$ cat src/rtl/multi_timer_core_if.sv
// Command bundle for multi_timer_core: channel select, load value, command strobes,
// count direction and speed. The controller drives it through master, the core reads it through slave.
interface multi_timer_core_if #(
  parameter int NUM_CH = 4
);
  localparam int CW = (NUM_CH > 1) ? $clog2(NUM_CH) : 1;

  logic [CW-1:0] ch_sel;
  logic [5:0]    time_in;
  logic          min_load;
  logic          sec_load;
  logic          start;
  logic          pause;
  logic          dir;
  logic          speed;

  modport master (
    output ch_sel, time_in, min_load, sec_load, start, pause, dir, speed
  );

  modport slave (
    input ch_sel, time_in, min_load, sec_load, start, pause, dir, speed
  );
endinterface

$ cat src/rtl/multi_timer_core.sv
// NUM_CH independent mm:ss timers sharing one prescaler tick.
// Optional alarm auto-clear after ALARM_TICKS ticks is enabled by defining TIMER_ALARM_TIMEOUT_EN.
//
// state     | meaning
// ST_IDLE   | stopped, loads accepted, start begins counting
// ST_RUN    | counting on every tick in the latched direction
// ST_PAUSED | frozen, loads accepted, pause resumes
// ST_ALARM  | down count hit 00:00, held until start/load (or timeout)
module multi_timer_core #(
  parameter int NUM_CH      = 4,
  parameter int TICK_DIV    = 100_000_000,
  parameter int FAST_DIV    = 20_000_000,
  parameter int ALARM_TICKS = 10
) (
  input  logic                  clk,
  input  logic                  rst,
  multi_timer_core_if.slave     cmd,
  output logic                  tick,
  output logic [6*NUM_CH-1:0]   min_out,
  output logic [6*NUM_CH-1:0]   sec_out,
  output logic [NUM_CH-1:0]     running,
  output logic [NUM_CH-1:0]     alarm
);

  localparam int CW      = (NUM_CH > 1) ? $clog2(NUM_CH) : 1;
  localparam int MAX_DIV = (TICK_DIV > FAST_DIV) ? TICK_DIV : FAST_DIV;
  localparam int PW      = (MAX_DIV > 1) ? $clog2(MAX_DIV) : 1;
  localparam logic [PW-1:0] TICK_LAST = PW'(TICK_DIV - 1);
  localparam logic [PW-1:0] FAST_LAST = PW'(FAST_DIV - 1);
  localparam logic [5:0]    MAX_FIELD = 6'd59;

  if (NUM_CH < 1 || NUM_CH > 16 || ALARM_TICKS < 1) begin : g_bad_param
    $error("multi_timer_core: parameter out of range");
  end

  typedef enum logic [1:0] {
    ST_IDLE   = 2'd0,
    ST_RUN    = 2'd1,
    ST_PAUSED = 2'd2,
    ST_ALARM  = 2'd3
  } state_t;

  logic [PW-1:0] pre_q, pre_d, pre_last;
  logic          speed_q, speed_d;
  logic          tick_q, tick_d;

  state_t        state_q [NUM_CH];
  state_t        state_d [NUM_CH];
  logic [5:0]    mm_q    [NUM_CH];
  logic [5:0]    mm_d    [NUM_CH];
  logic [5:0]    ss_q    [NUM_CH];
  logic [5:0]    ss_d    [NUM_CH];
  logic [NUM_CH-1:0] dir_q, dir_d;
  logic [NUM_CH-1:0] running_q, running_d;
  logic [NUM_CH-1:0] alarm_q, alarm_d;
  logic [NUM_CH-1:0] ch_hit;
  logic [5:0]        load_val;
  logic              any_load;

`ifdef TIMER_ALARM_TIMEOUT_EN
  localparam int AW = $clog2(ALARM_TICKS + 1);
  localparam logic [AW-1:0] ALARM_LAST = AW'(ALARM_TICKS - 1);
  logic [AW-1:0] acnt_q [NUM_CH];
  logic [AW-1:0] acnt_d [NUM_CH];
`endif

  // A speed change restarts the count so the first tick at the new rate is a full period.
  always_comb begin
    pre_last = cmd.speed ? FAST_LAST : TICK_LAST;
    speed_d  = cmd.speed;
    if (cmd.speed != speed_q || pre_q >= pre_last) begin
      pre_d = '0;
    end else begin
      pre_d = pre_q + 1'b1;
    end
    tick_d = (pre_d == pre_last);
  end

  always_comb begin
    ch_hit = '0;
    for (int n = 0; n < NUM_CH; n++) begin
      ch_hit[n] = (cmd.ch_sel == CW'(n));
    end
  end

  always_comb begin
    load_val  = (cmd.time_in > MAX_FIELD) ? MAX_FIELD : cmd.time_in;
    any_load  = cmd.min_load | cmd.sec_load;
    dir_d     = dir_q;
    running_d = '0;
    alarm_d   = '0;
    for (int n = 0; n < NUM_CH; n++) begin
      state_d[n] = state_q[n];
      mm_d[n]    = mm_q[n];
      ss_d[n]    = ss_q[n];
`ifdef TIMER_ALARM_TIMEOUT_EN
      acnt_d[n]  = acnt_q[n];
`endif
      // Any strobe addressed to this channel consumes the cycle, so its tick is dropped.
      if (ch_hit[n] && any_load) begin
        if (state_q[n] != ST_RUN) begin
          if (cmd.min_load) mm_d[n] = load_val;
          if (cmd.sec_load) ss_d[n] = load_val;
          if (state_q[n] == ST_ALARM) state_d[n] = ST_IDLE;
        end
      end else if (ch_hit[n] && cmd.start) begin
        case (state_q[n])
          ST_IDLE: begin
            dir_d[n] = cmd.dir;
            if (!cmd.dir && mm_q[n] == 6'd0 && ss_q[n] == 6'd0) begin
              state_d[n] = ST_ALARM;
            end else begin
              state_d[n] = ST_RUN;
            end
          end
          ST_ALARM: state_d[n] = ST_IDLE;
          default:  state_d[n] = state_q[n];
        endcase
      end else if (ch_hit[n] && cmd.pause) begin
        if (state_q[n] == ST_RUN) begin
          state_d[n] = ST_PAUSED;
        end else if (state_q[n] == ST_PAUSED) begin
          state_d[n] = ST_RUN;
        end
      end else if (tick_q) begin
        if (state_q[n] == ST_RUN) begin
          if (dir_q[n]) begin
            if (ss_q[n] == MAX_FIELD) begin
              ss_d[n] = 6'd0;
              mm_d[n] = (mm_q[n] == MAX_FIELD) ? 6'd0 : mm_q[n] + 6'd1;
            end else begin
              ss_d[n] = ss_q[n] + 6'd1;
            end
          end else if (mm_q[n] == 6'd0 && ss_q[n] == 6'd0) begin
            // Resumed from pause after a 00:00 load: alarm rather than underflow.
            state_d[n] = ST_ALARM;
          end else begin
            if (ss_q[n] == 6'd0) begin
              ss_d[n] = MAX_FIELD;
              mm_d[n] = mm_q[n] - 6'd1;
            end else begin
              ss_d[n] = ss_q[n] - 6'd1;
            end
            if (mm_q[n] == 6'd0 && ss_q[n] == 6'd1) state_d[n] = ST_ALARM;
          end
        end
`ifdef TIMER_ALARM_TIMEOUT_EN
        else if (state_q[n] == ST_ALARM) begin
          if (acnt_q[n] == ALARM_LAST) begin
            state_d[n] = ST_IDLE;
            mm_d[n]    = 6'd0;
            ss_d[n]    = 6'd0;
          end else begin
            acnt_d[n] = acnt_q[n] + 1'b1;
          end
        end
`endif
      end
`ifdef TIMER_ALARM_TIMEOUT_EN
      // Held at zero outside ALARM so every alarm entry starts a fresh count.
      if (state_d[n] != ST_ALARM) acnt_d[n] = '0;
`endif
      running_d[n] = (state_d[n] == ST_RUN);
      alarm_d[n]   = (state_d[n] == ST_ALARM);
    end
  end

  always_ff @(posedge clk) begin
    if (!rst) begin
      pre_q     <= '0;
      speed_q   <= 1'b0;
      tick_q    <= 1'b0;
      dir_q     <= '0;
      running_q <= '0;
      alarm_q   <= '0;
      for (int n = 0; n < NUM_CH; n++) begin
        state_q[n] <= ST_IDLE;
        mm_q[n]    <= 6'd0;
        ss_q[n]    <= 6'd0;
`ifdef TIMER_ALARM_TIMEOUT_EN
        acnt_q[n]  <= '0;
`endif
      end
    end else begin
      pre_q     <= pre_d;
      speed_q   <= speed_d;
      tick_q    <= tick_d;
      dir_q     <= dir_d;
      running_q <= running_d;
      alarm_q   <= alarm_d;
      for (int n = 0; n < NUM_CH; n++) begin
        state_q[n] <= state_d[n];
        mm_q[n]    <= mm_d[n];
        ss_q[n]    <= ss_d[n];
`ifdef TIMER_ALARM_TIMEOUT_EN
        acnt_q[n]  <= acnt_d[n];
`endif
      end
    end
  end

  always_comb begin
    min_out = '0;
    sec_out = '0;
    for (int n = 0; n < NUM_CH; n++) begin
      min_out[6*n +: 6] = mm_q[n];
      sec_out[6*n +: 6] = ss_q[n];
    end
  end

  assign tick    = tick_q;
  assign running = running_q;
  assign alarm   = alarm_q;

endmodule

$ cat src/flat_wrapper.sv
// flat-port wrapper written by rule: the top's interface ports become plain ports
module multi_timer_core_flat 
#(
  parameter int NUM_CH      = 4,
  parameter int TICK_DIV    = 100_000_000,
  parameter int FAST_DIV    = 20_000_000,
  parameter int ALARM_TICKS = 10
)
  (clk, rst, tick, min_out, sec_out, running, alarm, cmd_ch_sel, cmd_time_in, cmd_min_load, cmd_sec_load, cmd_start, cmd_pause, cmd_dir, cmd_speed);
  multi_timer_core_if #(.NUM_CH(NUM_CH)) cmd_i ();
  input  logic clk;
  input  logic rst;
  output logic tick;
  output logic [6*NUM_CH-1:0] min_out;
  output logic [6*NUM_CH-1:0] sec_out;
  output logic [NUM_CH-1:0] running;
  output logic [NUM_CH-1:0] alarm;
  input wire logic [$bits(cmd_i.ch_sel)-1:0] cmd_ch_sel;
  input wire logic [$bits(cmd_i.time_in)-1:0] cmd_time_in;
  input wire logic [$bits(cmd_i.min_load)-1:0] cmd_min_load;
  input wire logic [$bits(cmd_i.sec_load)-1:0] cmd_sec_load;
  input wire logic [$bits(cmd_i.start)-1:0] cmd_start;
  input wire logic [$bits(cmd_i.pause)-1:0] cmd_pause;
  input wire logic [$bits(cmd_i.dir)-1:0] cmd_dir;
  input wire logic [$bits(cmd_i.speed)-1:0] cmd_speed;
  assign cmd_i.ch_sel = cmd_ch_sel;
  assign cmd_i.time_in = cmd_time_in;
  assign cmd_i.min_load = cmd_min_load;
  assign cmd_i.sec_load = cmd_sec_load;
  assign cmd_i.start = cmd_start;
  assign cmd_i.pause = cmd_pause;
  assign cmd_i.dir = cmd_dir;
  assign cmd_i.speed = cmd_speed;
  multi_timer_core #(.NUM_CH(NUM_CH), .TICK_DIV(TICK_DIV), .FAST_DIV(FAST_DIV), .ALARM_TICKS(ALARM_TICKS)) u_core (.clk(clk), .rst(rst), .cmd(cmd_i), .tick(tick), .min_out(min_out), .sec_out(sec_out), .running(running), .alarm(alarm));
endmodule
$ cat config.mk
export PLATFORM = sky130hd
export DESIGN_NAME = multi_timer_core_flat
export DESIGN_NICKNAME = d
export VERILOG_FILES = /design/src/rtl/multi_timer_core_if.sv /design/src/rtl/multi_timer_core.sv /design/src/flat_wrapper.sv
export SDC_FILE = /design/constraint.sdc
export NUM_CORES = 1
export LEC_CHECK = 0
export ABC_AREA = 1
export BUFFER_PORTS_ARGS = -buffer_cell sky130_fd_sc_hd__buf_4
export CAP_MARGIN = 20
export CORE_AREA = 2 2 97 170
export CTS_CLUSTER_SIZE = 30
export DETAILED_ROUTE_END_ITERATION = 6
export DIE_AREA = 0 0 99 172
export PLACE_DENSITY = 0.76
export SYNTH_ARGS = -nofsm -noshare
export SYNTH_HDL_FRONTEND = slang
export SYNTH_SLANG_ARGS = --single-unit
$ cat constraint.sdc
create_clock -name clk -period 2.65 [get_ports clk]
set_clock_uncertainty 0.15 [all_clocks]
set_input_delay 0.795 -clock clk [delete_from_list [all_inputs] [get_ports clk]]
set_output_delay 0.795 -clock clk [all_outputs]
set_load 0.05 [all_outputs]
==> implementation parameters, run 1 <==
Parameter                              Value

Outcome
  Status    completed

Hold path
  Worst Hold End    u_core.pre_q[0]
  HP Class    flop to flop
  Source of the worst hold timing path    u_core.pre_q[0]
  Count of cells along the worst hold path    1

Logic synthesis
  Number of standard cells after synthesis    1216
  Number of flops mapped to enable cells by yosys    0
  Post-synth top area cell    sky130_fd_sc_hd__dfxtp_1
  Summed instance area of the synthesized netlist    7724 µm²
  Biggest area contributors in the synthesized netlist    sky130_fd_sc_hd__dfxtp_1 25%, sky130_fd_sc_hd__nand2_1 12%, sky130_fd_sc_hd__nor2_1 8.3%
  Cell variety after synth    51
  Most used flip-flop cell after synthesis    sky130_fd_sc_hd__dfxtp_1
  Area share of the largest cell type after synthesis    0.2514
  Share of the yosys chip area belonging to registers    0.2514
  Commonest cells in the netlist    254 x sky130_fd_sc_hd__nand2_1, 170 x sky130_fd_sc_hd__nor2_1, 136 x sky130_fd_sc_hd__inv_1
  Most used standard cell by instance count after synthesis    sky130_fd_sc_hd__nand2_1
  YS warnings    0
  Mean instance size in the synthesized netlist    6.352 µm²
  Post-synthesis async set-or-reset flop share    0
  Number of flip-flops and latches in the synthesized netlist    97
  Post-synthesis net count    1281

Route
  DRC viols    0
  Remaining antenna violation count after routing    0
  Routed vias    8360
  Via/cell ratio    5.618
  Iteration-0 DRC count of the detailed router    432
  Final WL    22730 µm
  Iteration count of the initial detailed-routing pass    5
  Drt wl/cell    15.28 µm

Critical path
  Critical Path RT    2.78 ns
  R2r worst-path depth    11
  Top cell by count, worst path    sky130_fd_sc_hd__nand2_1
  Type of the setup path with the least slack    primary input to flop
  Flop2flop setup slack    0.29 ns
  RR Startpoint    u_core.pre_q[0]
  Startpoint type of the worst setup path    primary input
  Destination of the worst register-to-register timing path    u_core.tick
  Arrival @ worst endpoint    2.53 ns
  Crit Path Max Fanout    15
  Bufs and invs on worst path    4
  Max stage delay cell, worst path    sky130_fd_sc_hd__ha_1
  Slowest Stage Delay on Critical Path    0.34 ns
  Largest delay share family, worst path    simple AND/OR/NAND/NOR gates
  Worst path cell trace    buf_4 > inv_1 > ha_1 > nand2_1 > nor2_1 > nand3_1 > inv_1 > nand2_1 > nand3_1 > nor2_1 > nand2_1 > buf_12 > a21oi_1
  Endpoint type of the worst setup path    flop

STA
  Number of hold violations in the final report    0
  Worst-case setup margin in the final layout    0.2527 ns
  Hold Worst Slack    0.3425 ns
  Clock period minus worst slack    2.397 ns
  Unrepaired setup endpoints after global routing    false
  Slew at the pin closest to its max-slew limit    0.5611 ns
  Headroom to the max-slew limit    0.6225
  Number of setup violations in the final report    0
  Ratio of final minimum period to clock period    0.9046
  Slew Limit Fails    0
  Highest attainable clock frequency    417.1 MHz

Placed design
  Post-DP HPWL    17910 µm
  Worst setup timing slack at the placement stage    -0.07111 ns
  GPL Wtd Cong    0.9948
  Number of port buffers    72

Clock network
  Insertion delay of the later-clocked pin in the worst-skew pair    0.36 ns
  TritonCTS clock tree    done
  Clock-pin slew of the registers on the worst-case setup and hold paths    0.07 ns
  Number of buffers created by CTS    9
  Post-CTS repair timing setup buffer count    0
  Number of gates given a new drive strength after cts    0
  Post-CTS Hold Fix Bufs    0
  Total clock sinks    97
  Max H-tree Level    3
  Deepest clock path buffer count    2
  Root buffer cell    sky130_fd_sc_hd__clkbuf_16

Power and ir drop
  Worst IR Drop VDD    0.3008 mV
  Power density of the placed cells    437.2 nW/µm²
  Leakage Power    3.965 nW

GRT
  Vias in the first global route    8190
  Number of antenna violations at the first check in global routing    0
  First-pass GRT wire length    37480 µm
  Maximum number of pins on one net before global-route repair    26
  Total overflow reported by the global router    0
  Global Route Usage Sum    0.2698

Floorplanning
  Y dimension of the die    172 µm
  Die area    17030 µm²
  Placeable core region    15650 µm²
  # IOs    73
  Die Wd    99 µm
  Initial standard-cell utilization of the core    0.4936
  Floorplan row count    61

Cells and area
  Area growth from synthesis to layout    14.97%
  Number of diodes added for antenna fixing    0
  Fill count    1562
  Net count, final    1359
  Fraction of final layout cells with drive strength greater than 1    0.1270

Flow run
  Max Cap Violations    0
==> state kept, by name, summed over array words and instances, names as in the netlist <==
name / count
u_core.pre_q: 27
u_core.dir_q: 4
u_core.tick: 1
u_core.speed_q: 1
u_core.state_q: 8
u_core.running: 4
u_core.ss_q: 24
u_core.mm_q: 24
u_core.alarm: 4
==> layout make-up <==
| cell class | count | area [µm²] | share of cell area |
|---|---|---|---|
| multi-input cells | 936 | 5061 | 0.5700 |
| flip-flops and latches | 97 | 1942 | 0.2187 |
| repair buffers | 100 | 763.2 | 0.08595 |
| inverters | 150 | 569.3 | 0.06411 |
| well taps | 189 | 236.5 | 0.02663 |
| clock buffers | 9 | 225.2 | 0.02536 |
| clock inverters | 7 | 82.58 | 0.009300 |
==> through the flow <==
step / setup TNS (ns) / power, mW / instances / util / area [µm²]
6_report: 0 / 3.883 / 1488 / 0.5675 / 8880
3_3_place_gp: -0.03383 / 2.515 / 1472 / 0.5479 / 8572
5_1_grt: 0 / 4.073 / 1488 / 0.5675 / 8880
2_1_floorplan: 0 / 2.270 / 1216 / - / 7724
4_1_cts: 0 / 3.900 / 1488 / 0.5675 / 8880
3_5_place_dp: -0.9600 / 2.529 / 1472 / 0.5479 / 8572
==> worst max path at each step <==
stage,depth (start not counted),from,slack [ns],to
finish,13,cmd_speed,0.25,u_core.pre_q[6]
global route,13,cmd_speed,0.05,u_core.tick
CTS,11,u_core.pre_q[0],0.28,u_core.tick
floorplan,12,cmd_speed,0.28,u_core.tick
global placement,13,cmd_speed,-0.03,u_core.tick
detailed placement,10,cmd_speed,-0.07,u_core.pre_q[6]
==> cell families after synthesis <==
kind of cell	count (synthesis)	share of synthesized area
AO/OA/AOI/OAI	258	0.1876
AND/OR/NAND/NOR	571	0.3225
adder cells (fa/ha/maj)	49	0.07938
XOR/XNOR	58	0.06577
flip-flops	97	0.2514
buffers and inverters	183	0.09331
==> cell usage in the layout, fill, tap and decap left out, drive strengths merged, types with 2 or more instances in the layout <==
| cell | n |
|---|---|
| o31ai | 3 |
| a221oi | 3 |
| dfxtp | 97 |
| o21bai | 3 |
| a211oi | 2 |
| buf | 100 |
| o22ai | 11 |
| xor2 | 38 |
| nand4 | 22 |
| o21ai | 118 |
| nand3 | 67 |
| nand3b | 5 |
| inv | 154 |
| nand2 | 257 |
| nor4 | 3 |
| nor2 | 183 |
| o21a | 2 |
| or2 | 6 |
| clkbuf | 9 |
| xnor2 | 20 |
| a31oi | 27 |
| clkinv | 2 |
| o211ai | 13 |
| ha | 49 |
| a21oi | 73 |
| nor3 | 24 |
==> layer usage <==
layer / wire length, µm / share of wire / vias up / global-route usage
li1: - / - / 4173 / -
met3: 859 / 0.038 / 88 / 0.03072
met4: 1291 / 0.057 / 0 / 0.1668
met1: 8095 / 0.36 / 3844 / 0.2671
met5: 0 / 0 / - / 0
met2: 12480 / 0.55 / 255 / 0.5232
==> where the power goes <==
group          total, mW  internal [mW]  switching [mW]
Clock               1.38          0.751           0.625
Sequential          1.57           1.51          0.0666
Combinational      0.935          0.321           0.614
(Power assumes the default switching activity.)
==> run 2, diff against run 1 <==
- CTS_BUF_LIST: not set -> sky130_fd_sc_hd__clkbuf_4 sky130_fd_sc_hd__clkbuf_8
- SKIP_CTS_REPAIR_TIMING: not set -> 1
==> implementation parameters, run 2 (synthesized netlist as in run 1, its figures left out) <==
Parameter                              Value

Critical path
  Startpoint type of the worst setup path    flop
  Arrival @ worst endpoint    2.58 ns (+0.05 ns)
  Flop2flop setup slack    0.26 ns (-0.03 ns)
  Crit Path Max Fanout    6 (-9)
  Critical Path RT    2.84 ns (+0.06 ns)
  RR Startpoint    u_core.pre_q[0]
  Endpoint type of the worst setup path    flop
  Destination of the worst register-to-register timing path    u_core.tick
  Type of the setup path with the least slack    flop to flop
  R2r worst-path depth    11 (unchanged)

Placed design
  Worst setup timing slack at the placement stage    -0.07111 ns (unchanged)
  GPL Wtd Cong    0.9948 (unchanged)
  Placement-stage cell area    8572 µm² (unchanged)
  Count of placed standard cells including taps    1472 (unchanged)
  Post-DP HPWL    17910 µm (unchanged)
  Number of port buffers    72 (unchanged)

Outcome
  Status    completed

Clock network
  Root buffer cell    sky130_fd_sc_hd__clkbuf_8
  Clock-pin slew of the registers on the worst-case setup and hold paths    0.11 ns (+0.04 ns)
  Max H-tree Level    3 (unchanged)
  Deepest clock path buffer count    2 (unchanged)
  Insertion delay of the later-clocked pin in the worst-skew pair    0.40 ns (+0.04 ns)
  TritonCTS clock tree    done
  Number of buffers created by CTS    9 (unchanged)
  Total clock sinks    97 (unchanged)

Cells and area
  Fill count    1577 (+0.96%)
  Area growth from synthesis to layout    13.66%
  Multi-input logic area    5061 µm² (unchanged)
  Non-Filler Instances    1488 (unchanged)
  Net count, final    1359 (unchanged)
  Number of diodes added for antenna fixing    0 (unchanged)
  Highest-count cells in the layout ignoring fill and taps    254 x sky130_fd_sc_hd__nand2_1, 170 x sky130_fd_sc_hd__nor2_1, 136 x sky130_fd_sc_hd__inv_1
  Fraction of final layout cells with drive strength greater than 1    0.1270 (unchanged)
  Register with the most flip-flops    u_core.pre_q
  Post-route standard cell area excluding fillers    8778 µm² (-1.1%)
  Registers with the highest flip-flop counts    u_core.pre_q (27), u_core.mm_q (24), u_core.ss_q (24)
  Reg area    1942 µm² (unchanged)
  Fraction of the core area covered by cells at the end of the flow    0.5611 (-0.006477)
  Commonest non-fill, non-tap cell in the layout    sky130_fd_sc_hd__nand2_1
  Flip-flop count of the largest register after layout    27 (unchanged)

STA
  Setup TNS    0 ns (unchanged)
  Unrepaired setup endpoints after global routing    false
  Headroom to the max-slew limit    0.6438 (+0.02130)
  Clock period minus worst slack    2.387 ns (-0.01034 ns)
  Number of hold violations in the final report    0 (unchanged)
  Slew Limit Fails    0 (unchanged)
  Ratio of final minimum period to clock period    0.9007 (-0.003903)
  Number of setup violations in the final report    0 (unchanged)
  Slew at the pin closest to its max-slew limit    0.5294 ns (-0.03165 ns)
  Worst-case setup margin in the final layout    0.2631 ns (+0.01034 ns)
  Hold Worst Slack    0.3583 ns (+0.01579 ns)
  Highest attainable clock frequency    418.9 MHz (+0.43%)

Route
  DRC viols    0 (unchanged)
  Final WL    22630 µm (-0.42%)
  Via/cell ratio    5.591 (-0.48%)
  Iteration count of the initial detailed-routing pass    5 (unchanged)
  Iteration-0 DRC count of the detailed router    462 (+6.9%)
  Routed vias    8320 (-0.48%)
  Drt wl/cell    15.21 µm (-0.42%)
  Remaining antenna violation count after routing    0 (unchanged)

GRT
  Number of antenna violations at the first check in global routing    0 (unchanged)
  First-pass GRT wire length    37520 µm (+0.11%)
  Global Route Usage Sum    0.2702 (+0.0004207)
  Vias in the first global route    8178 (-0.15%)
  Maximum number of pins on one net before global-route repair    26 (unchanged)
  Total overflow reported by the global router    0 (unchanged)

Power and ir drop
  Leakage Power    3.919 nW (-1.2%)
  Net switching fraction of the power    0.3573 (+0.02112)
  Combinational share of power    0.263 (+0.022)
  Clock power share    0.294 (-0.060)
  Worst IR Drop VDD    0.2310 mV (-23%)
  Power density of the placed cells    404.4 nW/µm² (-7.5%)
  Post-layout power    3.550 mW (-8.6%)
  Switching power    1.268 mW (-2.8%)
  Total internal power    2.281 mW (-11%)
  Part of the total power dissipated in sequential elements    0.443 (+0.038)

Hold path
  Source of the worst hold timing path    u_core.pre_q[0]
  Worst Hold End    u_core.pre_q[0]
  Count of cells along the worst hold path    1 (unchanged)
  HP Class    flop to flop

Floorplanning
  Y dimension of the die    172 µm (unchanged)
  Initial standard-cell utilization of the core    0.4936 (unchanged)
  # IOs    73 (unchanged)
  Placeable core region    15650 µm² (unchanged)
  Floorplan row count    61 (unchanged)
  Die Wd    99 µm (unchanged)
  Die area    17030 µm² (unchanged)

Flow run
  Max Cap Violations    0 (unchanged)
==> run 2: cell counts in the layout (fill, tap and decap cells not counted) <==
Identical to the previous run, type by type.
==> run 2: area by class of cell <==
class,instances,area share
multi-input combinational,936,0.5765
tap,189,0.02694
timing repair buffer,100,0.08694
clock inverter,7,0.009407
inverter,150,0.06485
sequential,97,0.2212
clock buffer,9,0.01411
==> run 2: critical path, cell delays in order (launching register included) <==
cell and delay (ns):
sky130_fd_sc_hd__dfxtp_1 0.41, sky130_fd_sc_hd__ha_1 0.21, sky130_fd_sc_hd__nand2_1 0.11, sky130_fd_sc_hd__nor2_2 0.22
sky130_fd_sc_hd__nand3_1 0.17, sky130_fd_sc_hd__nor2_2 0.29, sky130_fd_sc_hd__nand2_1 0.12, sky130_fd_sc_hd__xor2_1 0.25
sky130_fd_sc_hd__nand4_1 0.16, sky130_fd_sc_hd__nand2_1 0.09, sky130_fd_sc_hd__nand2_1 0.05, sky130_fd_sc_hd__nor2_1 0.10
==> run 2: how the worst max path moves through the flow <==
stage | start | end | slack, ns | cells past startpoint
6_report | u_core.pre_q[0] | u_core.tick | 0.26 | 11
5_1_grt | u_core.pre_q[0] | u_core.tick | 0.05 | 11
4_1_cts | u_core.pre_q[0] | u_core.tick | 0.27 | 11
3_5_place_dp | cmd_speed | u_core.pre_q[6] | -0.07 | 10
3_3_place_gp | cmd_speed | u_core.tick | -0.03 | 13
2_1_floorplan | cmd_speed | u_core.tick | 0.28 | 12
==> run 2: power groups by stage <==
stage	combinational [mW]	sequential, mW	clock, mW
3_5_place_dp	0.925	1.60	0
4_1_cts	0.928	1.57	1.06
2_1_floorplan	0.574	1.70	0
5_1_grt	1.03	1.58	1.12
3_3_place_gp	0.911	1.60	0
6_report	0.933	1.57	1.04
==> run 2: metal layers <==
| layer | track usage | vias to the layer above | share of wire |
|---|---|---|---|
| met2 | 0.5209 | 241 | 0.55 |
| met1 | 0.2684 | 3824 | 0.36 |
| met5 | 0 | - | 0 |
| met3 | 0.03274 | 83 | 0.034 |
| met4 | 0.1686 | 0 | 0.056 |
| li1 | - | 4172 | - |
==> run 3, diff against run 2 <==
- SETUP_SLACK_MARGIN: not set -> 0.4
==> implementation parameters, run 3 (synthesized netlist as in run 1, its figures left out) <==
Parameter                              Value

Placed design
  Number of port buffers    72 (unchanged)
  Worst setup timing slack at the placement stage    0.01785 ns (+0.08896 ns)
  Placement-stage cell area    8584 µm² (+0.15%)
  Post-DP HPWL    17680 µm (-1.3%)
  GPL Wtd Cong    1.030 (+3.5%)

Route
  Drt wl/cell    15.33 µm (+0.78%)
  Remaining antenna violation count after routing    0 (unchanged)
  Iteration count of the initial detailed-routing pass    6 (+1)
  DRC viols    0 (unchanged)
  Via/cell ratio    5.619 (+0.50%)
  Routed vias    8395 (+0.90%)
  Final WL    22900 µm (+1.2%)
  Iteration-0 DRC count of the detailed router    477 (+3.2%)

Critical path
  Arrival @ worst endpoint    2.40 ns (-0.18 ns)
  Endpoint type of the worst setup path    flop
  Startpoint type of the worst setup path    flop
  Critical Path RT    2.83 ns (about the same)
  Type of the setup path with the least slack    flop to flop
  R2r worst-path depth    10 (-1)
  Crit Path Max Fanout    5 (-1)

Power and ir drop
  Leakage Power    3.997 nW (+2.0%)
  Power density of the placed cells    389.7 nW/µm² (-3.6%)
  Worst IR Drop VDD    0.2091 mV (-9.5%)
  Switching power    1.263 mW (-0.40%)
  Total internal power    2.289 mW (+0.36%)
  Clock power share    0.279 (-0.015)
  Post-layout power    3.553 mW (about the same)
  Net switching fraction of the power    0.3556 (-0.001725)
  Combinational share of power    0.277 (+0.014)
  Part of the total power dissipated in sequential elements    0.444 (about the same)

STA
  Setup TNS    0 ns (unchanged)
  Worst-case setup margin in the final layout    0.4343 ns (+0.1712 ns)
  Number of setup violations in the final report    0 (unchanged)
  Ratio of final minimum period to clock period    0.8361 (-0.06461)
  Highest attainable clock frequency    451.3 MHz (+7.7%)
  Slew at the pin closest to its max-slew limit    0.4965 ns (-0.03294 ns)
  Headroom to the max-slew limit    0.6685 (+0.02476)
  Hold Worst Slack    0.2927 ns (-0.06558 ns)
  Clock period minus worst slack    2.216 ns (-0.1712 ns)
  Unrepaired setup endpoints after global routing    true
  Slew Limit Fails    0 (unchanged)
  Number of hold violations in the final report    0 (unchanged)

Hold path
  HP Class    flop to flop
  Count of cells along the worst hold path    1 (unchanged)

Cells and area
  Register with the most flip-flops    u_core.pre_q
  Net count, final    1366 (+0.52%)
  Post-route standard cell area excluding fillers    9117 µm² (+3.9%)
  Fraction of final layout cells with drive strength greater than 1    0.1831 (+0.05612)
  Commonest non-fill, non-tap cell in the layout    sky130_fd_sc_hd__nand2_1
  Number of diodes added for antenna fixing    0 (unchanged)
  Flip-flop count of the largest register after layout    27 (unchanged)
  Registers with the highest flip-flop counts    u_core.pre_q (27), u_core.mm_q (24), u_core.ss_q (24)
  Area growth from synthesis to layout    18.05%
  Highest-count cells in the layout ignoring fill and taps    242 x sky130_fd_sc_hd__nand2_1, 155 x sky130_fd_sc_hd__nor2_1, 128 x sky130_fd_sc_hd__inv_1

Flow run
  Max Cap Violations    0 (unchanged)

Clock network
  Number of buffers created by CTS    9 (unchanged)
  Insertion delay of the later-clocked pin in the worst-skew pair    0.38 ns (-0.02 ns)
  Root buffer cell    sky130_fd_sc_hd__clkbuf_8
  Clock-pin slew of the registers on the worst-case setup and hold paths    0.11 ns (about the same)
  Max H-tree Level    3 (unchanged)
  Total clock sinks    97 (unchanged)
  Deepest clock path buffer count    2 (unchanged)
  TritonCTS clock tree    done

GRT
  Total overflow reported by the global router    0 (unchanged)
  Vias in the first global route    8059 (-1.5%)
  Number of antenna violations at the first check in global routing    0 (unchanged)
  Global Route Usage Sum    0.2642 (-0.005974)
  First-pass GRT wire length    36580 µm (-2.5%)
  Maximum number of pins on one net before global-route repair    30 (+15%)

Outcome
  Status    completed

Floorplanning
  Floorplan row count    61 (unchanged)
  Die area    17030 µm² (unchanged)
  Die Wd    99 µm (unchanged)
  Initial standard-cell utilization of the core    0.4936 (unchanged)
  Placeable core region    15650 µm² (unchanged)
  # IOs    73 (unchanged)
  Y dimension of the die    172 µm (unchanged)
[run 3: power groups by stage]
stage	Sequential (mW)	Combinational, mW	Clock (mW)
after global placement	1.61	0.912	0
after global routing	1.59	1.08	1.07
after floorplan	1.70	0.579	0
final	1.58	0.984	0.990
after detailed placement	1.61	0.924	0
after CTS	1.58	0.928	1.01
[run 3: area by class of cell]
type                       count  area [µm²]
clock buffer                   9       123.9
clock inverter                 6       66.31
fill                        1521        6529
inverter                     150       571.8
multi-input combinational    937        5344
sequential                    97        1954
tap                          189       236.5
timing repair buffer         105       813.3
timing repair inverter         1       7.507
[run 3: worst max-delay path: stages (launching register included)]
cell	delay, ns
sky130_fd_sc_hd__dfxtp_1	0.36
sky130_fd_sc_hd__inv_1	0.11
sky130_fd_sc_hd__ha_1	0.17
sky130_fd_sc_hd__inv_1	0.05
sky130_fd_sc_hd__nor2_1	0.16
sky130_fd_sc_hd__nand3b_1	0.19
sky130_fd_sc_hd__nor4_1	0.30
sky130_fd_sc_hd__a21oi_1	0.07
sky130_fd_sc_hd__o21ai_0	0.39
sky130_fd_sc_hd__nand2_1	0.13
sky130_fd_sc_hd__nor2_1	0.11
[run 3: final timing paths]
check / startpoint / to / slack (ns)
worst max-delay path: u_core.mm_q[0][0] / u_core.alarm[0] / 0.43
worst max register to register: u_core.mm_q[0][0] / u_core.alarm[0] / 0.43
worst min register to register: u_core.pre_q[0] / u_core.pre_q[0] / 0.29
worst min-delay path: u_core.pre_q[0] / u_core.pre_q[0] / 0.29
[run 3: per-layer routing]
layer / track usage / vias to the layer above / routed length (µm)
li1: - / 4171 / -
met4: 0.1715 / 0 / 1637
met2: 0.5123 / 281 / 12220
met1: 0.2584 / 3835 / 8033
met3: 0.02991 / 108 / 1012
met5: 0 / - / 0
[run 3: stage by stage]
| stage | cells | util |
|---|---|---|
| after floorplan | 1216 | - |
| after CTS | 1484 | 0.5608 |
| after global placement | 1469 | 0.5487 |
| final | 1494 | 0.5827 |
| after detailed placement | 1469 | 0.5487 |
| after global routing | 1494 | 0.5827 |
